===== config.mk =====
export PLATFORM = sky130hd
export DESIGN_NAME = link_test_sequencer
export DESIGN_NICKNAME = d
export VERILOG_FILES = /design/src/rtl/link_test_pkg.sv /design/src/rtl/sat_edge_counter.sv /design/src/rtl/link_test_sequencer.sv
export SDC_FILE = /design/constraint.sdc
export NUM_CORES = 1
export LEC_CHECK = 0
export ABC_AREA = 1
export ABC_CLOCK_PERIOD_IN_PS = 6500
export BUFFER_PORTS_ARGS = -buffer_cell sky130_fd_sc_hd__buf_2
export CORE_MARGIN = 2
export CORE_UTILIZATION = 44
export DETAILED_ROUTE_END_ITERATION = 7
export PLACE_DENSITY = 0.68
export SKIP_CTS_REPAIR_TIMING = 1
export SLEW_MARGIN = 15
export SYNTH_ARGS = -nofsm -noshare
export SYNTH_HDL_FRONTEND = slang
export SYNTH_SLANG_ARGS = --single-unit

===== constraint.sdc =====
create_clock -name clk_i -period 6.5 [get_ports clk_i]
set_input_delay 1.3 -clock clk_i [delete_from_list [all_inputs] [get_ports clk_i]]
set_output_delay 1.3 -clock clk_i [all_outputs]
set_load 0.02 [all_outputs]

===== src/rtl/link_test_pkg.sv =====
// Shared state encoding, widths and default limits for the link test sequencer.
package link_test_pkg;

    localparam int unsigned STATE_W = 3;
    localparam int unsigned TIMER_W = 32;
    localparam int unsigned WORD_W  = 32;

    localparam int unsigned DEF_RXVAL_TIMEOUT = 65535;
    localparam int unsigned DEF_LOCK_TIMEOUT  = 65535;
    localparam int unsigned DEF_RUN_WORDS     = 1000000;

    typedef enum logic [STATE_W-1:0] {
        IDLE       = 3'd0,
        WAIT_RXVAL = 3'd1,
        WAIT_LOCK  = 3'd2,
        RUN        = 3'd3,
        PASS       = 3'd4,
        FAIL       = 3'd5
    } state_e;

    function automatic logic is_busy(state_e s);
        return (s == WAIT_RXVAL) || (s == WAIT_LOCK) || (s == RUN);
    endfunction

endpackage


===== src/rtl/sat_edge_counter.sv =====
// Rising-edge detector feeding a saturating event counter.
module sat_edge_counter #(
    parameter int unsigned CNT_W = 16
) (
    input  logic             clk_i,
    input  logic             reset_i,
    input  logic             clr,
    input  logic             arm,
    input  logic             en,
    input  logic             sig,
    output logic             edge_c,
    output logic [CNT_W-1:0] cnt
);

    logic sig_q;

    assign edge_c = en & sig & ~sig_q;

    // Clear beats a same-cycle increment; arm forces the history low so a level already high counts once
    always_ff @(posedge clk_i or posedge reset_i) begin
        if (reset_i) begin
            sig_q <= 1'b0;
            cnt   <= '0;
        end else begin
            sig_q <= arm ? 1'b0 : sig;
            if (clr) begin
                cnt <= '0;
            end else if (edge_c && (cnt != '1)) begin
                cnt <= cnt + CNT_W'(1);
            end
        end
    end

endmodule


===== src/rtl/link_test_sequencer.sv =====
// Run-control FSM for the Rx count checker: wait for Rx valid and lock, run a
// bounded word count, and latch a PASS/FAIL verdict with cause flags.
module link_test_sequencer
    import link_test_pkg::*;
#(
    parameter int unsigned RXVAL_TIMEOUT = DEF_RXVAL_TIMEOUT,
    parameter int unsigned LOCK_TIMEOUT  = DEF_LOCK_TIMEOUT,
    parameter int unsigned RUN_WORDS     = DEF_RUN_WORDS,
    parameter int unsigned CNT_W         = 16
) (
    input  logic               clk_i,
    input  logic               reset_i,
    input  logic               cmd_start_i,
    input  logic               cmd_stop_i,
    input  logic               cmd_clear_i,
    input  logic               rx_val_i,
    input  logic               usr_data_valid_i,
    input  logic               lock_i,
    input  logic               error_i,
    input  logic               crc_error_i,
    output logic               start_o,
    output logic               clear_o,
    output logic               busy_o,
    output logic               pass_o,
    output logic               fail_o,
    output logic               timeout_o,
    output logic               link_down_o,
    output logic [STATE_W-1:0] state_o,
    output logic [CNT_W-1:0]   err_cnt_o,
    output logic [CNT_W-1:0]   crc_cnt_o,
    output logic [WORD_W-1:0]  word_cnt_o
);

    state_e               state_q, state_d;
    logic [TIMER_W-1:0]   timer_q, timer_d, timer_inc;
    logic                 start_go, cnt_clr, arm, run_en;
    logic                 err_edge, crc_edge, clean;
    logic                 word_inc, word_last;
    logic                 set_timeout, set_link_down;

    assign run_en  = (state_q == RUN);
    assign state_o = state_q;

    sat_edge_counter #(.CNT_W(CNT_W)) u_err_cnt (
        .clk_i   (clk_i),
        .reset_i (reset_i),
        .clr     (cnt_clr),
        .arm     (arm),
        .en      (run_en),
        .sig     (error_i),
        .edge_c  (err_edge),
        .cnt     (err_cnt_o)
    );

    sat_edge_counter #(.CNT_W(CNT_W)) u_crc_cnt (
        .clk_i   (clk_i),
        .reset_i (reset_i),
        .clr     (cnt_clr),
        .arm     (arm),
        .en      (run_en),
        .sig     (crc_error_i),
        .edge_c  (crc_edge),
        .cnt     (crc_cnt_o)
    );

    // Next state; stop suppresses a same-cycle start everywhere
    always_comb begin
        state_d       = state_q;
        start_go      = 1'b0;
        set_timeout   = 1'b0;
        set_link_down = 1'b0;
        timer_inc     = timer_q + TIMER_W'(1);
        word_inc      = run_en && usr_data_valid_i && (word_cnt_o < WORD_W'(RUN_WORDS));
        word_last     = word_inc && ((word_cnt_o + WORD_W'(1)) == WORD_W'(RUN_WORDS));
        clean         = (err_cnt_o == '0) && !err_edge && (crc_cnt_o == '0) && !crc_edge;

        case (state_q)
            IDLE, PASS, FAIL: begin
                if (cmd_start_i && !cmd_stop_i) begin
                    start_go = 1'b1;
                    state_d  = WAIT_RXVAL;
                end
            end
            WAIT_RXVAL: begin
                if (cmd_stop_i) begin
                    state_d = IDLE;
                end else if (rx_val_i) begin
                    state_d = WAIT_LOCK;
                end else if (timer_inc >= TIMER_W'(RXVAL_TIMEOUT)) begin
                    state_d     = FAIL;
                    set_timeout = 1'b1;
                end
            end
            WAIT_LOCK: begin
                if (cmd_stop_i) begin
                    state_d = IDLE;
                end else if (!rx_val_i) begin
                    state_d = WAIT_RXVAL;
                end else if (lock_i && !error_i) begin
                    state_d = RUN;
                end else if (timer_inc >= TIMER_W'(LOCK_TIMEOUT)) begin
                    state_d     = FAIL;
                    set_timeout = 1'b1;
                end
            end
            RUN: begin
                if (!rx_val_i) begin
                    state_d       = FAIL;
                    set_link_down = 1'b1;
                end else if (cmd_stop_i || word_last) begin
                    state_d = clean ? PASS : FAIL;
                end
            end
            default: state_d = IDLE;
        endcase

        arm     = (state_d == RUN) && (state_q != RUN);
        cnt_clr = cmd_clear_i || start_go;
        timer_d = ((state_d == state_q) && ((state_q == WAIT_RXVAL) || (state_q == WAIT_LOCK)))
                  ? timer_inc : '0;
    end

    // State, timer and registered outputs, all updated on the same edge
    always_ff @(posedge clk_i or posedge reset_i) begin
        if (reset_i) begin
            state_q     <= IDLE;
            timer_q     <= '0;
            start_o     <= 1'b0;
            clear_o     <= 1'b0;
            busy_o      <= 1'b0;
            pass_o      <= 1'b0;
            fail_o      <= 1'b0;
            timeout_o   <= 1'b0;
            link_down_o <= 1'b0;
            word_cnt_o  <= '0;
        end else begin
            state_q <= state_d;
            timer_q <= timer_d;
            start_o <= (state_d == WAIT_LOCK) || (state_d == RUN);
            clear_o <= cmd_clear_i || ((state_d == WAIT_LOCK) && (state_q != WAIT_LOCK));
            busy_o  <= is_busy(state_d);
            pass_o  <= (state_d == PASS);
            fail_o  <= (state_d == FAIL);

            if (cnt_clr) begin
                timeout_o   <= 1'b0;
                link_down_o <= 1'b0;
            end
            if (set_timeout) begin
                timeout_o <= 1'b1;
            end
            if (set_link_down) begin
                link_down_o <= 1'b1;
            end

            if (cnt_clr) begin
                word_cnt_o <= '0;
            end else if (word_inc) begin
                word_cnt_o <= word_cnt_o + WORD_W'(1);
            end
        end
    end

endmodule


==> results.md <==
* Ordered list of cells on the worst path: buf_2 > clkinv_1 > nand2_1 > inv_1 > nand2_1 > nand2_1 > inv_1 > nand2_1 > o22ai_1
* Worst Min Path Start: timer_q[0]$_DFF_PP0_
* Register area share after synthesis at 41.7%
* Status: completed
* Mean Syn Cell Area at 7.31 sq um
* R2R Setup Slk at 3.40 ns
* Crit path time final at 3.67 ns
* Row count at 44
* CTS tree: built
* CORE AREA at 0.0145 sq mm
* Synth Flop Type: dfrtp_1
* Leak Pwr at 3.43 nW
* Crit path top cell by count: nand2_1
* WP buf/inv at 4
* Max cap viols at 0
* Synth area leader: dfrtp_1
* Num CTS Buffers at 9
* Final std cells w/o fill at 1172
* Post-DRT Antenna Nets at 0
* Vias in the first global route at 5679
* Die height at 125 um
* Met2 track utilization from global routing at 33.0%
* Distinct cells, synth at 45
* Busiest grt layer: met2
* WP data arrival at 3.93 ns
* Vias after detailed routing at 5935
* Avg Vias per Cell at 5.06
* Hold Path Class: flip-flop to flip-flop
* Synth warn at 0
* P per Cell Area at 212 mW/mm^2
* Initial antenna violation count at 0
* Clock Skew at 0.0114 ns
* R2R cell count at 9
* Final Max Slew Viols at 0
* Hold Path Depth at 1
* # IOs at 84
* Final period util at 56.5%
* Largest net degree at the start of global routing at 57
* H-tree Lvls at 3
* WL final at 16000 um
* Antenna Diode Count at 0
* Commonest cells post-synth: nand2_1, nor2_1, dfrtp_1, inv_1, nand3_1
* Worst Hold Slack at 0.465 ns
* Area share of the largest cell type after synthesis at 41.7%
* Critical Path Sink Type: flip-flop
* Crit-path leading delay family: buffers and inverters
* Synth Instances at 886
* GR Util All Layers at 21.4%
* Slew HR at 34.2%
* Wire per inst at 13.7 um
* Area grow syn2layout at 14.7%
* Synthesized area at 0.00648 sq mm
* Die outline area at 0.0157 sq mm
* Slowest-stage cell, CP: inv_1
* Async SR Flop Fraction at 100%
* Count of clock tree sinks at 108
* Peak VDD IR at 0.176 mV
* Die X at 125 um
* Nets at 1003
* Required time of the critical path at 6.75 ns
* FF-to-FF End: word_cnt_o[12]$_DFFE_PP0P_
* Routing usage on met1 at 30.1%
* Synth Register Bits at 108
* Setup violators final at 0
* Share of cells above drive strength 1 at 15.6%
* Skew-Pair Late Insertion Delay at 0.35 ns
* CP startpoint kind: primary input
* Count leader, synth: nand2_1
* Largest cells by area after synthesis: dfrtp_1, nand2_1, nor2_1
* Total grt overflow at 0
* Detailed Route Iter0 Violations at 430
* Max Freq at 0.272 GHz
* Pre-antenna DRT Iters at 7
* Post-synth EDFFs at 0
* Slew @ Worst Pin at 0.986 ns
* Worst hold endpoint: timer_q[0]$_DFF_PP0_
* FF-to-FF Start: state_o[0]$_DFF_PP0_
* HPWL Detailed at 11900 um
* Final hold violations at 0
* Worst path max stage delay at 0.85 ns
* CP Max Fanout at 33
* Bufs on Longest Clock Path at 2
* RSZ-0062 raised after global routing: no
* First-pass GRT wire length at 27500 um
* Setup CP Type: primary input to flip-flop
* Initial Util at 44.7%
* Clock slew at reported path FFs at 0.07 ns
* Met3 usage at 4.41%
* Dpl cells at 1158
* RePlAce Congestion at 0.915
* Clk root buf: clkbuf_16
* Setup TNS Final at 0 ns
* # port buffers at 83
* DRC viols at 0
## worst max-delay path by stage
stage / from / end / slack, ns / cells after the start
after global placement: cmd_stop_i / word_cnt_o[15]$_DFFE_PP0P_ / 2.56 / 9
after CTS: cmd_stop_i / word_cnt_o[12]$_DFFE_PP0P_ / 2.85 / 9
after global routing: cmd_stop_i / word_cnt_o[12]$_DFFE_PP0P_ / 2.52 / 9
after floorplan: reset_i / busy_o$_DFF_PP0_ / 2.35 / 1
final: cmd_stop_i / word_cnt_o[12]$_DFFE_PP0P_ / 2.83 / 9
after detailed placement: cmd_stop_i / word_cnt_o[13]$_DFFE_PP0P_ / 2.50 / 9
## cell type report
cell class | instances | area [sq um]
fillers | 1460 | 7050
multi-input cells | 675 | 3370
flip-flops and latches | 108 | 2700
repair buffers | 84 | 423
inverters | 107 | 404
clock buffers | 11 | 253
well taps | 184 | 230
clock inverters | 3 | 46.3
## report_power, final
part	internal (W)	switching, W	total, W
registers	0.000699	0.0000279	0.000727
clock network	0.000317	0.000249	0.000566
logic	0.0000744	0.000209	0.000283
total	0.00109	0.000485	0.00158
## through the flow
stage	area, sq um	worst slack, ns	util [%]	power (W)
after CTS	7430	2.85	51.3	0.00160
after global placement	7130	2.56	49.3	0.00102
final	7430	2.83	51.3	0.00158
after global routing	7430	2.52	51.3	0.00166
after detailed placement	7130	2.50	49.3	0.00102
after floorplan	6540	2.35	-	0.000960
## flip-flops by register name, summed over array words and instances, names as in the netlist
register,flops
clear_o,1
word_cnt_o,32
start_o,1
u_crc_cnt.sig_q,1
fail_o,1
timer_q,32
pass_o,1
u_err_cnt.sig_q,1
timeout_o,1
link_down_o,1
u_crc_cnt.cnt,16
busy_o,1
u_err_cnt.cnt,16
state_o,3
## metal layers
layer  vias up  part of all wire (%)
li1       3014                     -
met1      2736                    48
met2       159                    46
met3        26                   4.6
met4         0                   2.2
met5         -                     0
## worst reg2reg max path: cells and delay by family (launching register included)
kind / cells / cell delay [ns]
buffers and inverters: 3 / 0.99
and+or+nand+nor: 4 / 0.82
AOI/OAI and AO/OA: 2 / 0.71
DFF: 1 / 0.43
## kinds of logic (layout without fill, tap and decap cells)
| family | after synthesis | in the layout | share of synthesized area, % |
|---|---|---|---|
| fa+ha+maj | 8 | 8 | 1.55 |
| xor+xnor | 26 | 26 | 3.51 |
| flops | 108 | 108 | 41.7 |
| compound gates | 83 | 83 | 7.65 |
| buf+inv | 118 | 205 | 7.09 |
| other cells | 1 | 16 | 0.0579 |
| simple gates | 542 | 542 | 38.4 |
## cells in the final DEF, fill, tap and decap left out, types with 2 or more instances in the layout
cell / netlist / layout
nand3b_1: 12 / 12
nor2_4: 16 / 16
or2_2: 2 / 2
o21bai_1: 2 / 2
nor4_1: 9 / 9
dfrtp_1: 108 / 108
nand2_1: 239 / 239
nor2_1: 140 / 140
buf_2: 0 / 83
nand4_1: 19 / 19
nor2_2: 13 / 13
nand2_4: 2 / 2
xnor2_1: 6 / 6
clkbuf_8: 0 / 2
nor3_1: 13 / 13
inv_2: 3 / 3
ha_1: 8 / 8
clkbuf_16: 0 / 9
a21oi_1: 23 / 23
o22ai_1: 9 / 9
conb_1: 1 / 16
o21ai_0: 32 / 32
inv_1: 103 / 102
nand3_1: 57 / 57
xor2_1: 20 / 20
a221oi_1: 3 / 3
o21a_1: 2 / 2
and3_1: 2 / 2
a211oi_1: 2 / 2
a31oi_1: 2 / 2
nand3_2: 4 / 4
nand2_2: 10 / 10
Note: power is estimated with default switching activity, not from simulation.
